`src/rtl/stack_pkg.sv`:
```
// Shared stack types: SP control codes, sequencer states and default stack bounds.
// Also imported by the SP register so both sides agree on the control encoding.
package stack_pkg;

  localparam int          ADDR_W_DEFAULT      = 20;
  localparam logic [19:0] STACK_TOP_DEFAULT   = 20'hFFFFF;
  localparam logic [19:0] STACK_LIMIT_DEFAULT = 20'hFF000;

  typedef enum logic [2:0] {
    SP_HOLD = 3'b000,
    SP_INC2 = 3'b001,
    SP_DEC2 = 3'b010,
    SP_INC1 = 3'b011,
    SP_DEC1 = 3'b100
  } sp_ctrl_t;

  typedef enum logic [2:0] {
    ST_IDLE,
    ST_ACC0,
    ST_ACC1,
    ST_UPD,
    ST_RSP
  } sau_state_t;

  // A push grows the stack downwards, a pop shrinks it; 32-bit moves by two words.
  function automatic sp_ctrl_t sp_code(input logic pop, input logic wide);
    case ({pop, wide})
      2'b00:   return SP_DEC1;
      2'b01:   return SP_DEC2;
      2'b10:   return SP_INC1;
      default: return SP_INC2;
    endcase
  endfunction

endpackage

```
`src/rtl/stack_access_unit_if.sv`:
```
// Command/response and word-memory handshake of the stack access unit.
// master = execute stage plus memory side, slave = the stack access unit.
interface stack_access_unit_if #(
  parameter int ADDR_W = 20
);

  logic              cmd_valid;
  logic              cmd_ready;
  logic              cmd_op;
  logic              cmd_size;
  logic [31:0]       cmd_wdata;
  logic              rsp_valid;
  logic [31:0]       rsp_rdata;
  logic              mem_req;
  logic              mem_we;
  logic [ADDR_W-1:0] mem_addr;
  logic [15:0]       mem_wdata;
  logic [15:0]       mem_rdata;
  logic              mem_ack;

  modport master (
    output cmd_valid, cmd_op, cmd_size, cmd_wdata,
    input  cmd_ready, rsp_valid, rsp_rdata,
    input  mem_req, mem_we, mem_addr, mem_wdata,
    output mem_rdata, mem_ack
  );

  modport slave (
    input  cmd_valid, cmd_op, cmd_size, cmd_wdata,
    output cmd_ready, rsp_valid, rsp_rdata,
    output mem_req, mem_we, mem_addr, mem_wdata,
    input  mem_rdata, mem_ack
  );

endinterface

```
`src/rtl/stack_access_unit.sv`:
```
// Push/pop sequencer for the 16-bit word stack: splits 32-bit operands, drives memory, pulses SP control.
// Define STACK_GUARD_EN to reject pops past STACK_TOP and pushes below STACK_LIMIT with err_o.
module stack_access_unit
  import stack_pkg::*;
#(
  parameter int                ADDR_W      = ADDR_W_DEFAULT,
  parameter logic [ADDR_W-1:0] STACK_TOP   = STACK_TOP_DEFAULT,
  parameter logic [ADDR_W-1:0] STACK_LIMIT = STACK_LIMIT_DEFAULT
) (
  input  logic                clk,
  input  logic                Rst,
  stack_access_unit_if.slave  bus,
  input  logic [31:0]         sp_i,
  output sp_ctrl_t            sp_ctrl_o,
  output logic                err_o
);

`ifdef STACK_GUARD_EN
  localparam bit GUARD_EN = 1'b1;
`else
  localparam bit GUARD_EN = 1'b0;
`endif

  localparam logic [ADDR_W-1:0] ONE = ADDR_W'(1);
  localparam logic [ADDR_W-1:0] TWO = ADDR_W'(2);

  sau_state_t        state;
  logic              op_q;
  logic              size_q;
  logic [15:0]       wdata_lo_q;
  logic [ADDR_W-1:0] sp_q;
  logic [31:0]       rdata_q;

  logic              mem_req_q;
  logic              mem_we_q;
  logic [ADDR_W-1:0] mem_addr_q;
  logic [15:0]       mem_wdata_q;
  logic              rsp_valid_q;
  logic [31:0]       rsp_rdata_q;
  sp_ctrl_t          sp_ctrl_q;
  logic              err_q;

  // Word addresses wrap modulo the memory size, so only the low SP bits matter.
  logic [ADDR_W-1:0] sp_low;
  logic              unused_sp_hi;
  logic [ADDR_W-1:0] first_addr_c;
  logic [15:0]       first_wdata_c;
  logic [ADDR_W-1:0] second_addr_c;

  assign sp_low        = sp_i[ADDR_W-1:0];
  assign unused_sp_hi  = ^sp_i[31:ADDR_W];
  assign first_addr_c  = bus.cmd_op ? sp_low + ONE : sp_low;
  assign first_wdata_c = bus.cmd_op   ? 16'h0000 :
                         bus.cmd_size ? bus.cmd_wdata[31:16] : bus.cmd_wdata[15:0];
  assign second_addr_c = op_q ? sp_q + TWO : sp_q - ONE;

  // One extra bit keeps the bound comparisons free of wrap-around.
  logic [ADDR_W:0] sp_x;
  logic [ADDR_W:0] size_x;
  logic            underflow_c;
  logic            overflow_c;
  logic            guard_hit;

  assign sp_x        = {1'b0, sp_low};
  assign size_x      = {{ADDR_W{1'b0}}, bus.cmd_size};
  assign underflow_c = bus.cmd_op  && ((sp_x + size_x + (ADDR_W+1)'(1)) > {1'b0, STACK_TOP});
  assign overflow_c  = !bus.cmd_op && (sp_x < ({1'b0, STACK_LIMIT} + size_x));
  assign guard_hit   = GUARD_EN && (underflow_c || overflow_c);

  assign bus.cmd_ready = (state == ST_IDLE) && !Rst;
  assign bus.mem_req   = mem_req_q;
  assign bus.mem_we    = mem_we_q;
  assign bus.mem_addr  = mem_addr_q;
  assign bus.mem_wdata = mem_wdata_q;
  assign bus.rsp_valid = rsp_valid_q;
  assign bus.rsp_rdata = rsp_rdata_q;
  assign sp_ctrl_o     = sp_ctrl_q;
  assign err_o         = err_q;

  always_ff @(posedge clk) begin
    if (Rst) begin
      state       <= ST_IDLE;
      op_q        <= 1'b0;
      size_q      <= 1'b0;
      wdata_lo_q  <= '0;
      sp_q        <= '0;
      rdata_q     <= '0;
      mem_req_q   <= 1'b0;
      mem_we_q    <= 1'b0;
      mem_addr_q  <= '0;
      mem_wdata_q <= '0;
      rsp_valid_q <= 1'b0;
      rsp_rdata_q <= '0;
      sp_ctrl_q   <= SP_HOLD;
      err_q       <= 1'b0;
    end else begin
      rsp_valid_q <= 1'b0;
      sp_ctrl_q   <= SP_HOLD;
      err_q       <= 1'b0;

      case (state)
        ST_IDLE: begin
          if (bus.cmd_valid) begin
            op_q        <= bus.cmd_op;
            size_q      <= bus.cmd_size;
            wdata_lo_q  <= bus.cmd_wdata[15:0];
            sp_q        <= sp_low;
            rdata_q     <= '0;
            rsp_rdata_q <= '0;
            if (guard_hit) begin
              state       <= ST_RSP;
              rsp_valid_q <= 1'b1;
              err_q       <= 1'b1;
            end else begin
              state       <= ST_ACC0;
              mem_req_q   <= 1'b1;
              mem_we_q    <= !bus.cmd_op;
              mem_addr_q  <= first_addr_c;
              mem_wdata_q <= first_wdata_c;
            end
          end
        end

        // A 32-bit push writes the high word first at SP; a pop reads the low word first.
        ST_ACC0: begin
          if (bus.mem_ack) begin
            if (op_q) rdata_q[15:0] <= bus.mem_rdata;
            if (size_q) begin
              state       <= ST_ACC1;
              mem_addr_q  <= second_addr_c;
              mem_wdata_q <= op_q ? 16'h0000 : wdata_lo_q;
            end else begin
              state     <= ST_UPD;
              mem_req_q <= 1'b0;
              mem_we_q  <= 1'b0;
              sp_ctrl_q <= sp_code(op_q, size_q);
            end
          end
        end

        ST_ACC1: begin
          if (bus.mem_ack) begin
            if (op_q) rdata_q[31:16] <= bus.mem_rdata;
            state     <= ST_UPD;
            mem_req_q <= 1'b0;
            mem_we_q  <= 1'b0;
            sp_ctrl_q <= sp_code(op_q, size_q);
          end
        end

        ST_UPD: begin
          state       <= ST_RSP;
          rsp_valid_q <= 1'b1;
          rsp_rdata_q <= rdata_q;
        end

        ST_RSP: begin
          state <= ST_IDLE;
        end

        default: begin
          state <= ST_IDLE;
        end
      endcase
    end
  end

endmodule

```
`src/flat_wrapper.sv`:
```
// flat-port wrapper written by rule: the top's interface ports become plain ports
module stack_access_unit_flat import stack_pkg::*;
#(
  parameter int                ADDR_W      = ADDR_W_DEFAULT,
  parameter logic [ADDR_W-1:0] STACK_TOP   = STACK_TOP_DEFAULT,
  parameter logic [ADDR_W-1:0] STACK_LIMIT = STACK_LIMIT_DEFAULT
)
  (clk, Rst, sp_i, sp_ctrl_o, err_o, bus_cmd_valid, bus_cmd_op, bus_cmd_size, bus_cmd_wdata, bus_cmd_ready, bus_rsp_valid, bus_rsp_rdata, bus_mem_req, bus_mem_we, bus_mem_addr, bus_mem_wdata, bus_mem_rdata, bus_mem_ack);
  stack_access_unit_if #(.ADDR_W(ADDR_W)) bus_i ();
  input  logic clk;
  input  logic Rst;
  input  logic [31:0] sp_i;
  output sp_ctrl_t sp_ctrl_o;
  output logic err_o;
  input wire logic [$bits(bus_i.cmd_valid)-1:0] bus_cmd_valid;
  input wire logic [$bits(bus_i.cmd_op)-1:0] bus_cmd_op;
  input wire logic [$bits(bus_i.cmd_size)-1:0] bus_cmd_size;
  input wire logic [$bits(bus_i.cmd_wdata)-1:0] bus_cmd_wdata;
  output wire logic [$bits(bus_i.cmd_ready)-1:0] bus_cmd_ready;
  output wire logic [$bits(bus_i.rsp_valid)-1:0] bus_rsp_valid;
  output wire logic [$bits(bus_i.rsp_rdata)-1:0] bus_rsp_rdata;
  output wire logic [$bits(bus_i.mem_req)-1:0] bus_mem_req;
  output wire logic [$bits(bus_i.mem_we)-1:0] bus_mem_we;
  output wire logic [$bits(bus_i.mem_addr)-1:0] bus_mem_addr;
  output wire logic [$bits(bus_i.mem_wdata)-1:0] bus_mem_wdata;
  input wire logic [$bits(bus_i.mem_rdata)-1:0] bus_mem_rdata;
  input wire logic [$bits(bus_i.mem_ack)-1:0] bus_mem_ack;
  assign bus_i.cmd_valid = bus_cmd_valid;
  assign bus_i.cmd_op = bus_cmd_op;
  assign bus_i.cmd_size = bus_cmd_size;
  assign bus_i.cmd_wdata = bus_cmd_wdata;
  assign bus_cmd_ready = bus_i.cmd_ready;
  assign bus_rsp_valid = bus_i.rsp_valid;
  assign bus_rsp_rdata = bus_i.rsp_rdata;
  assign bus_mem_req = bus_i.mem_req;
  assign bus_mem_we = bus_i.mem_we;
  assign bus_mem_addr = bus_i.mem_addr;
  assign bus_mem_wdata = bus_i.mem_wdata;
  assign bus_i.mem_rdata = bus_mem_rdata;
  assign bus_i.mem_ack = bus_mem_ack;
  stack_access_unit #(.ADDR_W(ADDR_W), .STACK_TOP(STACK_TOP), .STACK_LIMIT(STACK_LIMIT)) u_core (.clk(clk), .Rst(Rst), .bus(bus_i), .sp_i(sp_i), .sp_ctrl_o(sp_ctrl_o), .err_o(err_o));
endmodule
```
`config.mk`:
```
export PLATFORM = sky130hd
export DESIGN_NAME = stack_access_unit_flat
export DESIGN_NICKNAME = d
export VERILOG_FILES = /design/src/rtl/stack_pkg.sv /design/src/rtl/stack_access_unit_if.sv /design/src/rtl/stack_access_unit.sv /design/src/flat_wrapper.sv
export SDC_FILE = /design/constraint.sdc
export NUM_CORES = 1
export LEC_CHECK = 0
export BUFFER_PORTS_ARGS = -buffer_cell sky130_fd_sc_hd__buf_2
export CAP_MARGIN = 20
export CORE_ASPECT_RATIO = 0.7
export CORE_MARGIN = 4
export CORE_UTILIZATION = 48
export CTS_CLUSTER_SIZE = 20
export DETAILED_ROUTE_END_ITERATION = 8
export PLACE_DENSITY = 0.76
export SLEW_MARGIN = 0
export SYNTH_ARGS = -nofsm -noshare
export SYNTH_HDL_FRONTEND = slang
export SYNTH_SLANG_ARGS = --single-unit
```
`constraint.sdc`:
```
create_clock -name clk -period 2.1 [get_ports clk]
set_input_delay 0.21 -clock clk [delete_from_list [all_inputs] [get_ports clk]]
set_output_delay 0.21 -clock clk [all_outputs]
set_load 0.01 [all_outputs]
```
* Word-level counts from Yosys, hierarchy flattened
Index checks and enable logic that the tools add are counted.
** Word-level totals
- Word-level logic and storage cells :: 82
- Output and inout port bits :: 76
- Flip-flop bits (word level) :: 147
** Cells by class
- Muxes and demuxes :: 37
- Reductions and logical operators :: 16
- $add $sub $neg :: 3
- Eq/ne operators :: 12
** Operators by type and width (count)
- $mux 16 :: 8
- $mux 20 :: 5
- $pmux 16 s2 :: 3
- $pmux 32 s2 :: 1
- $pmux 20 s2 :: 1
- $mux 32 :: 1
- $add 20x1->20 const B :: 1
- $add 20x2->20 const B :: 1
- $sub 20x1->20 const B :: 1
- $mux 3 :: 6
- $pmux 3 s4 :: 1
- $reduce_and 4->1 :: 3
- $pmux 3 s3 :: 1
- $ne 2x2->1 const B :: 4
- $mux 1 :: 7
- $eq 3x2->1 const B :: 2
- $ne 2x1->1 const B :: 3
- $pmux 1 s3 :: 2
- $pmux 3 s2 :: 1
- $reduce_bool 2->1 :: 3
- $reduce_and 5->1 :: 1
- $reduce_and 2->1 :: 2
- $eq 3x1->1 const B :: 1
- $logic_not 3->1 :: 1
- other kinds (7) :: 8

* Depth between registers and ports, before layout
Gate-level depths: netlist of run 1.
- Depth in word-level cells :: 5
- Mapped depth :: 8

* Worst setup path after synthesis of run 1
OpenSTA, ideal clock, no wires.
- Kind :: register to register
- Start :: register u_core.op_q
- End :: register u_core.mem_addr_q[17], in the netlist u_core.bus.mem_addr[17]
- Path buffers :: 1
- Slack :: -8 ps
- Stages on the path, launching flop included :: 8
- Arrival :: 1992 ps
- Path through :: dfxtp_1 -> buf_6 -> or4_4 -> or3_4 -> o31ai_4 -> and3_1 -> o21ai_1 -> a22o_1
** Between the ends
- Cells in the longest elaborated chain, start to end :: 4
** RTL lines
- start, declared :: line stack_access_unit.sv:28 : logic op_q;
- start signal, assigned :: line stack_access_unit.sv:104 : op_q <= bus.cmd_op;
- $mux 20 :: line stack_access_unit.sv:55 : assign second_addr_c = op_q ? sp_q + TWO : sp_q - ONE;
- $mux 20 :: line stack_access_unit.sv:128 : if (size_q) begin
- $mux 20 :: line stack_access_unit.sv:126 : if (bus.mem_ack) begin
- $pmux 20 s2 :: line stack_access_unit.sv:101 : case (state)
- end signal, assigned :: line stack_access_unit.sv:118 : mem_addr_q <= first_addr_c;
- end signal, assigned :: line stack_access_unit.sv:130 : mem_addr_q <= second_addr_c;
- end, declared :: line stack_access_unit.sv:36 : logic [ADDR_W-1:0] mem_addr_q;
No other way between the ends. The select of a mux whose other input is x is not followed.
A chain may end at the register's enable or synchronous reset.

* Worst setup path in the final report of run 1
- Start :: register u_core.sp_q[11]
- End :: register u_core.mem_addr_q[17], in the netlist u_core.bus.mem_addr[17]
** Between the ends
- Cells in the longest elaborated chain, start to end :: 5
- Elaborated cells on any way between the ends :: 6
- Classes of those cells :: 2 x add/sub; 4 x mux
** RTL lines
- start, declared :: line stack_access_unit.sv:31 : logic [ADDR_W-1:0] sp_q;
- start signal, assigned :: line stack_access_unit.sv:107 : sp_q <= sp_low;
- $sub 20x1->20 / $add 20x2->20 (equally long branches) :: line stack_access_unit.sv:55
- $mux 20 * :: line stack_access_unit.sv:55
- $mux 20 * :: line stack_access_unit.sv:128
- $mux 20 * :: line stack_access_unit.sv:126
- $pmux 20 s2 * :: line stack_access_unit.sv:101
Every way passes the cells marked *; elsewhere a longest branch is shown, timed or not. The select of a mux whose other input is x is not followed.

==> results.md, run 1 <==
- Worst R2R Start: u_core.sp_q[11]$_SDFFE_PP0P_
- Worst path bufs/invs: 0
- Hpwl dp: 12800 µm
- CP Capture Type: flip-flop
- CP max FO: 4
- Critical path required time: 2.41 ns
- I/O Pins: 162
- Final setup viols: 0
- Die width: roughly 150 µm
- Largest area contributor in the netlist: dfxtp_1
- Top cell family by delay on the critical path: simple AND/OR/NAND/NOR gates
- RSZ-0062 raised after global routing: true
- Syn. warnings: 0
- Via count: 6226
- Fin crit share: 0.987
- Hold Startpoint: bus_cmd_wdata[5]
- Avg Vias per Cell: around 5.5
- WHS Path Cells: 3
- Number of DRC markers in iteration 0: 506
- # clock sinks: about 150
- Top cell type's share of synthesized area: 0.449
- Final wirelength: about 19000 µm
- Die area: 15600 µm²
- Commonest non-fill, non-tap cell in the layout: buf_2
- Clk buf depth: 2
- Cell count after synthesis: 777
- Cell variety after synth: 52
- Synth-to-Final Area Change: 25.8%
- Worst hold path type: input port to flip-flop
- Largest net degree at the start of global routing: 41
- CP cell instances: or4_4, or3_4, o31ai_4, and3_1, o21ai_1, a22o_1
- Layout Cells excl Fill: 1125
- Port Buf Inserts: 148
- #FFs+latches synth: about 150
- Primary FF master, synth: dfxtp_1
- Placed Cells: 1091
- Status: finished clean
- Minimum clock period after layout: approximately 2.1 ns
- Share of layout cells above drive strength 1: 0.276
- LEAKAGE: 0.00342 µW
- Max-slew headroom: 0.484
- Vias in the first global route: about 5700
- Max-cap violations: 0
- N_diodes: 0
- CP Data Arrival Time: 2.38 ns
- FMAX: 482 MHz
- Max-slew violations: 0
- Final #Nets: around 1000
- Slew @ Worst Pin: 0.773 ns
- Critical path class: flip-flop to flip-flop
- Skew-Pair Late Insertion Delay: 0.42 ns
- Die height: ~110 µm
- Most frequent cells in the layout: 147 x buf_2, 146 x dfxtp_1, 130 x nand2_1
- Syn nets: approximately 870
- Hold EP: u_core.wdata_lo_q[5]$_SDFFE_PP0P_
- Final ANT Viol Nets: 0
- WL per Instance: 16.7 µm
- DR pass1 iterations: 5
- First-pass GRT wire length: 29900 µm
- R2r setup slk: approximately 0.027 ns
- Number of synthesized flops with an enable pin: 0
- Clock skew: around 0.0088 ns
- Worst Reg-to-Reg Cells: 6
- RD Place Congestion: 0.847
- Core Area: about 13000 µm²
- Tot Pwr: 7350 µW
- Synthesized area per cell: 8.43 µm²
- Critical-path top delay cell: or4_4
- Final Hold Vio Count: 0
- Starting density of the core: 0.494
- CTS tree: yes
- Drt drc: 0
- GRT overflow: 0
- Clock root buffer: clkbuf_16
- Gr usage total: 0.236
- Asr flop ratio synth: 0
- Slowest cell delay on critical path: 0.53 ns
- Worst r2r dst: u_core.bus.mem_addr[17]$_SDFFE_PP0P_
- Cts bufs inserted: 17
- Clk pin slew, worst setup/hold paths: 0.07 ns
- H-tree depth: 4
- Initial antenna violation count: 0
- Post-synthesis cell area: 6550 µm²
- Synth top area cells: dfxtp_1 45%, nand2_1 7.4%, a21oi_1 6.0%
- Num rows: 35
- Cell Pwr Density: 891 nW/µm²
- Maximum vdd ir drop: 0.000581 V
- Setup crit start kind: flip-flop
- Post-synthesis sequential area ratio: 0.449
## metal layers
| layer | track usage | share of wire | wire [µm] | vias to the layer above |
|---|---|---|---|---|
| met5 | 0 | 0 | 0 | - |
| met4 | 0.0539 | 0.0074 | 138 | 0 |
| met3 | 0.0550 | 0.083 | 1550 | 12 |
| met2 | 0.348 | 0.42 | 7950 | 252 |
| met1 | 0.349 | 0.49 | 9120 | 2900 |
| li1 | - | - | - | 3062 |
## stage by stage
step                 util  setup slack (ns)  area [µm²]  hold slack, ns  TNS (ns)
global route        0.621           -0.0364        8240          0.0346   -0.0535
CTS                 0.619            0.0170        8210          0.0243         0
global placement    0.574            0.0738        7620           0.421         0
floorplan               -           0.00377        6550           0.346         0
finish              0.621            0.0266        8240          0.0339         0
detailed placement  0.574           -0.0136        7620           0.429   -0.0136
## state kept, by name (all words and copies together) (netlist names), 3 cells and up
signal / flops
u_core.wdata_lo_q: 16
u_core.sp_q: 20
u_core.bus.mem_addr: 20
u_core.bus.mem_wdata: 16
u_core.sp_ctrl_o: 3
u_core.rdata_q: 32
u_core.state: 3
u_core.bus.rsp_rdata: 32
## worst max path at each step
stage / start / end / cells after the start
2_1_floorplan: u_core.op_q$_SDFFE_PP0P_ / u_core.bus.mem_addr[19]$_SDFFE_PP0P_ / 7
3_3_place_gp: u_core.sp_q[1]$_SDFFE_PP0P_ / u_core.bus.mem_addr[16]$_SDFFE_PP0P_ / 9
3_5_place_dp: u_core.op_q$_SDFFE_PP0P_ / u_core.bus.mem_wdata[6]$_SDFFE_PP0P_ / 5
4_1_cts: u_core.sp_q[1]$_SDFFE_PP0P_ / u_core.bus.mem_addr[18]$_SDFFE_PP0P_ / 9
5_1_grt: u_core.sp_q[11]$_SDFFE_PP0P_ / u_core.bus.mem_addr[17]$_SDFFE_PP0P_ / 6
6_report: u_core.sp_q[11]$_SDFFE_PP0P_ / u_core.bus.mem_addr[17]$_SDFFE_PP0P_ / 6
## repair_timing
item | in CTS | in global routing
setup buffers | 0 | 1
gates resized for setup | 3 | 5
hold buffers | 0 | 0
endpoints found under the hold margin | 0 | 0
pin swaps | 0 | 7
endpoints found under the setup margin | 2 | 5
## synth_stat cells (2+ instances only)
cell,number
dfxtp_1,147
nand2_1,130
a21oi_1,79
nor2_1,57
clkbuf_1,52
a22o_1,33
nand3_1,33
nor3_1,29
a22oi_1,21
xnor2_1,21
a221oi_1,16
mux2_2,16
o21ai_0,16
xor2_1,15
inv_1,10
nor4_1,9
and3_1,8
ha_1,8
nand4_1,7
o211ai_1,6
o22ai_1,5
or3_1,5
mux2i_1,4
nand2b_1,4
o21ai_1,4
nand3b_1,3
nor2b_1,3
a211oi_1,2
and2_1,2
and4_1,2
buf_2,2
buf_4,2
o21a_1,2
o21bai_1,2
o221ai_1,2
o32ai_1,2
or2_2,2
or4_4,2
## layout make-up
cell class              count  area [µm²]
multi-input cells         563        3390
fillers                  1166        5030
well taps                 185         231
inverters                  10        37.5
clock buffers              17         425
clock inverters            15         161
flip-flops and latches    147        2940
repair buffers            188        1060
## power breakdown
group | total, µW | leakage (µW) | internal, µW | switching, µW
Clock | 3010 | 0.000279 | 1680 | 1320
Sequential | 3040 | 0.00120 | 2930 | 102
Combinational | 1300 | 0.00195 | 528 | 775
Total | 7350 | 0.00342 | 5150 | 2200
## worst register-to-register path, cell delays in order, from the launching register on
cell and delay (ns):
dfxtp_2 0.32, or4_4 0.53, or3_4 0.44, o31ai_4 0.25, and3_1 0.19, o21ai_1 0.06, a22o_1 0.18
## kinds of logic (layout without fill, tap and decap cells)
| logic type | after synthesis | after routing | synth area share |
|---|---|---|---|
| buffers and inverters | 67 | 230 | 0.0410 |
| adder cells (fa/ha/maj) | 8 | 8 | 0.0153 |
| multiplexers | 20 | 20 | 0.0336 |
| AO/OA/AOI/OAI | 197 | 197 | 0.201 |
| XOR/XNOR | 36 | 36 | 0.0481 |
| flip-flops | 147 | 147 | 0.449 |
| AND/OR/NAND/NOR | 301 | 301 | 0.212 |
| other | 1 | 1 | 0.000572 |
Note: power is estimated with default switching activity, not from simulation.
==> inputs of run 2 (changes only) <==
--- a/config.mk
+++ b/config.mk
@@ -9,10 +9,10 @@
 export CAP_MARGIN = 20
 export CORE_ASPECT_RATIO = 0.7
 export CORE_MARGIN = 4
-export CORE_UTILIZATION = 48
+export CORE_UTILIZATION = 40
 export CTS_CLUSTER_SIZE = 20
 export DETAILED_ROUTE_END_ITERATION = 8
-export PLACE_DENSITY = 0.76
+export PLACE_DENSITY = 0.65
 export SLEW_MARGIN = 0
 export SYNTH_ARGS = -nofsm -noshare
 export SYNTH_HDL_FRONTEND = slang
==> run 2 against run 1 <==
  * Via count is 0.80% lower
  * Critical endpoint is now u_core.bus.mem_addr[19]$_SDFFE_PP0P_
  * Flip-flop and latch count unchanged
  * Clock power barely moved
  * Largest cell class unchanged
  * Critical path type unchanged
  * Sequential share of layout area is 0.36 points lower
  * Clock skew is 0.0075 ns higher
==> results.md, run 2 (synthesis gave the netlist of run 1 again) <==
- CP Data Arrival Time: 2.40 ns (was 2.38 ns)
- CTS tree: yes (unchanged)
- First-pass GRT wire length: 30800 µm (was 29900 µm)
- Clk pin slew, worst setup/hold paths: 0.07 ns (about the same)
- Clock skew: 0.0163 ns (was 0.00880 ns)
- Starting density of the core: 0.415 (was 0.494)
- WL per Instance: 16.5 µm (was 16.7 µm)
- Synth-to-Final Area Change: 27.0% (was 25.8%)
- Hpwl dp: 13300 µm (was 12800 µm)
- Crit path capture: u_core.bus.mem_addr[19]$_SDFFE_PP0P_ (was u_core.bus.mem_addr[17]$_SDFFE_PP0P_)
- DR pass1 iterations: 5 (unchanged)
- I/O Pins: 162 (unchanged)
- H-tree depth: 4 (unchanged)
- Vias in the first global route: 5708 (was 5730)
- Critical path required time: 2.44 ns (was 2.41 ns)
- Commonest non-fill, non-tap cell in the layout: buf_2 (unchanged)
- Cell Pwr Density: 888 nW/µm² (was 891 nW/µm²)
- Num rows: 38 (was 35)
- Final #Nets: 1021 (unchanged)
- Die area: 18500 µm² (was 15600 µm²)
- Clk buf depth: 2 (unchanged)
- GRT overflow: 0 (unchanged)
- Critical path class: flip-flop to flip-flop (unchanged)
- Hold Startpoint: bus_cmd_wdata[5] (unchanged)
- Worst Reg-to-Reg Cells: 6 (unchanged)
- Drt drc: 0 (unchanged)
- Design area: 8330 µm² (was 8240 µm²)
- Core Area: 15800 µm² (was 13300 µm²)
- Clock root buffer: clkbuf_16 (unchanged)
- Fin util: 0.527 (was 0.621)
- Most frequent cells in the layout: 147 x buf_2, 146 x dfxtp_1, 130 x nand2_1 (unchanged)
- Slowest cell delay on critical path: 0.53 ns (about the same)
- Gr usage total: 0.205 (was 0.236)
- FMAX: 487 MHz (was 482 MHz)
- M1 wire length: 9720 µm (was 9120 µm)
- Worst R2R Start: u_core.sp_q[12]$_SDFFE_PP0P_ (was u_core.sp_q[11]$_SDFFE_PP0P_)
- Max-slew violations: 0 (unchanged)
- RD Place Congestion: 0.849 (was 0.847)
- # clock sinks: 147 (unchanged)
- RSZ-0062 raised after global routing: true (unchanged)
- Placed Instance Area: 7700 µm² (was 7620 µm²)
- Die height: 115 µm (was 106 µm)
- N_diodes: 0 (unchanged)
- Top Layer Used: met5 (was met4)
- Setup crit start kind: flip-flop (unchanged)
- Via count: 6176 (was 6226)
- Final setup viols: 0 (unchanged)
- Minimum clock period after layout: 2.05 ns (was 2.07 ns)
- Final wirelength: 19200 µm (was 18800 µm)
- Avg Vias per Cell: 5.32 (was 5.53)
- WHS Path Cells: 3 (unchanged)
- Final ANT Viol Nets: 0 (unchanged)
- Cts bufs inserted: 17 (unchanged)
- Initial antenna violation count: 1 (was 0)
- CP cell instances: or4_4, or3_4, nor3_4, o21ai_1, xor2_1, a221oi_2 (was or4_4, or3_4, o31ai_4, and3_1, o21ai_1, a22o_1)
- Final Hold Vio Count: 0 (unchanged)
- Max-cap violations: 0 (unchanged)
- Metal2 WL: 7740 µm (was 7950 µm)
- R2r setup slk: 0.05 ns (was 0.03 ns)
- Max-slew headroom: 0.531 (was 0.484)
- Die width: 161 µm (was 148 µm)
- Status: finished clean (unchanged)
- Skew-Pair Late Insertion Delay: 0.43 ns (was 0.42 ns)
- LEAKAGE: 0.00345 µW (was 0.00342 µW)
- CP Capture Type: flip-flop (unchanged)
- Maximum vdd ir drop: 0.000466 V (was 0.000581 V)
- Slew @ Worst Pin: 0.700 ns (was 0.773 ns)
- Fin crit share: 0.979 (was 0.987)
- Crit path from: u_core.sp_q[12]$_SDFFE_PP0P_ (was u_core.sp_q[11]$_SDFFE_PP0P_)
- Port Buf Inserts: 148 (unchanged)
- Number of DRC markers in iteration 0: 538 (was 506)
- Largest net degree at the start of global routing: 56 (was 41)
- CP max FO: 4 (unchanged)
- Share of layout cells above drive strength 1: 0.273 (was 0.276)
- Critical-path top delay cell: or4_4 (unchanged)
- Worst r2r dst: u_core.bus.mem_addr[19]$_SDFFE_PP0P_ (was u_core.bus.mem_addr[17]$_SDFFE_PP0P_)
- Worst hold path type: input port to flip-flop (unchanged)
- WL met3: 1500 µm (was 1550 µm)
[run 2: changes by cell type in the layout (fill, tap and decap cells not counted), sizes merged]
cell	change
clkinv	+3
clkinvlp	-1
inv	-2
[run 2: worst min-delay path by stage]
| stage | to |
|---|---|
| after floorplan | u_core.wdata_lo_q[0]$_SDFFE_PP0P_ |
| after global placement | u_core.bus.mem_addr[9]$_SDFFE_PP0P_ |
| after detailed placement | u_core.bus.mem_addr[9]$_SDFFE_PP0P_ |
| after CTS | u_core.wdata_lo_q[5]$_SDFFE_PP0P_ |
| after global routing | u_core.wdata_lo_q[6]$_SDFFE_PP0P_ |
| final | u_core.wdata_lo_q[5]$_SDFFE_PP0P_ |
[run 2: per-stage QoR]
stage	setup TNS [ns]	std cells	setup WS [ns]	power, µW	hold WS [ns]
2_1_floorplan	0	777	0.00377	3890	0.346
3_3_place_gp	0	1126	0.0675	4380	0.427
3_5_place_dp	0	1127	0.0226	4390	0.437
4_1_cts	0	1159	0.00975	7410	0.0153
5_1_grt	-0.0578	1160	-0.0359	7730	0.0315
6_report	0	1160	0.0450	7400	0.0319
[run 2: area by class of cell]
| class | count | area, µm² |
|---|---|---|
| tap | 220 | 275 |
| fill | 1521 | 7460 |
| sequential | 147 | 2940 |
| clock inverter | 15 | 168 |
| inverter | 10 | 37.5 |
| multi-input combinational | 563 | 3390 |
| timing repair buffer | 188 | 1080 |
| clock buffer | 17 | 425 |
[run 2: critical path: cells and delay by family, from the launching register on]
kind             cells  cell delay, ns
flip-flops           1            0.31
AND/OR/NAND/NOR      3            1.17
XOR/XNOR             1            0.19
AO/OA/AOI/OAI        2            0.31
[run 2: power by group]
part	switching, µW	internal (µW)
Clock	1340	1690
Combinational	790	545
Sequential	95.5	2930
[run 2: what timing repair did]
action	in CTS	in global routing
hold buffers	0	0
setup buffers	0	1
endpoints found under the setup margin	0	5
endpoints found under the hold margin	0	0
resized for setup	0	7
[run 2: metal layers]
layer | global-route usage | vias to the layer above
li1 | - | 3079
met1 | 0.312 | 2824
met2 | 0.287 | 251
met3 | 0.0480 | 20
met4 | 0.0602 | 2
met5 | 0 | -
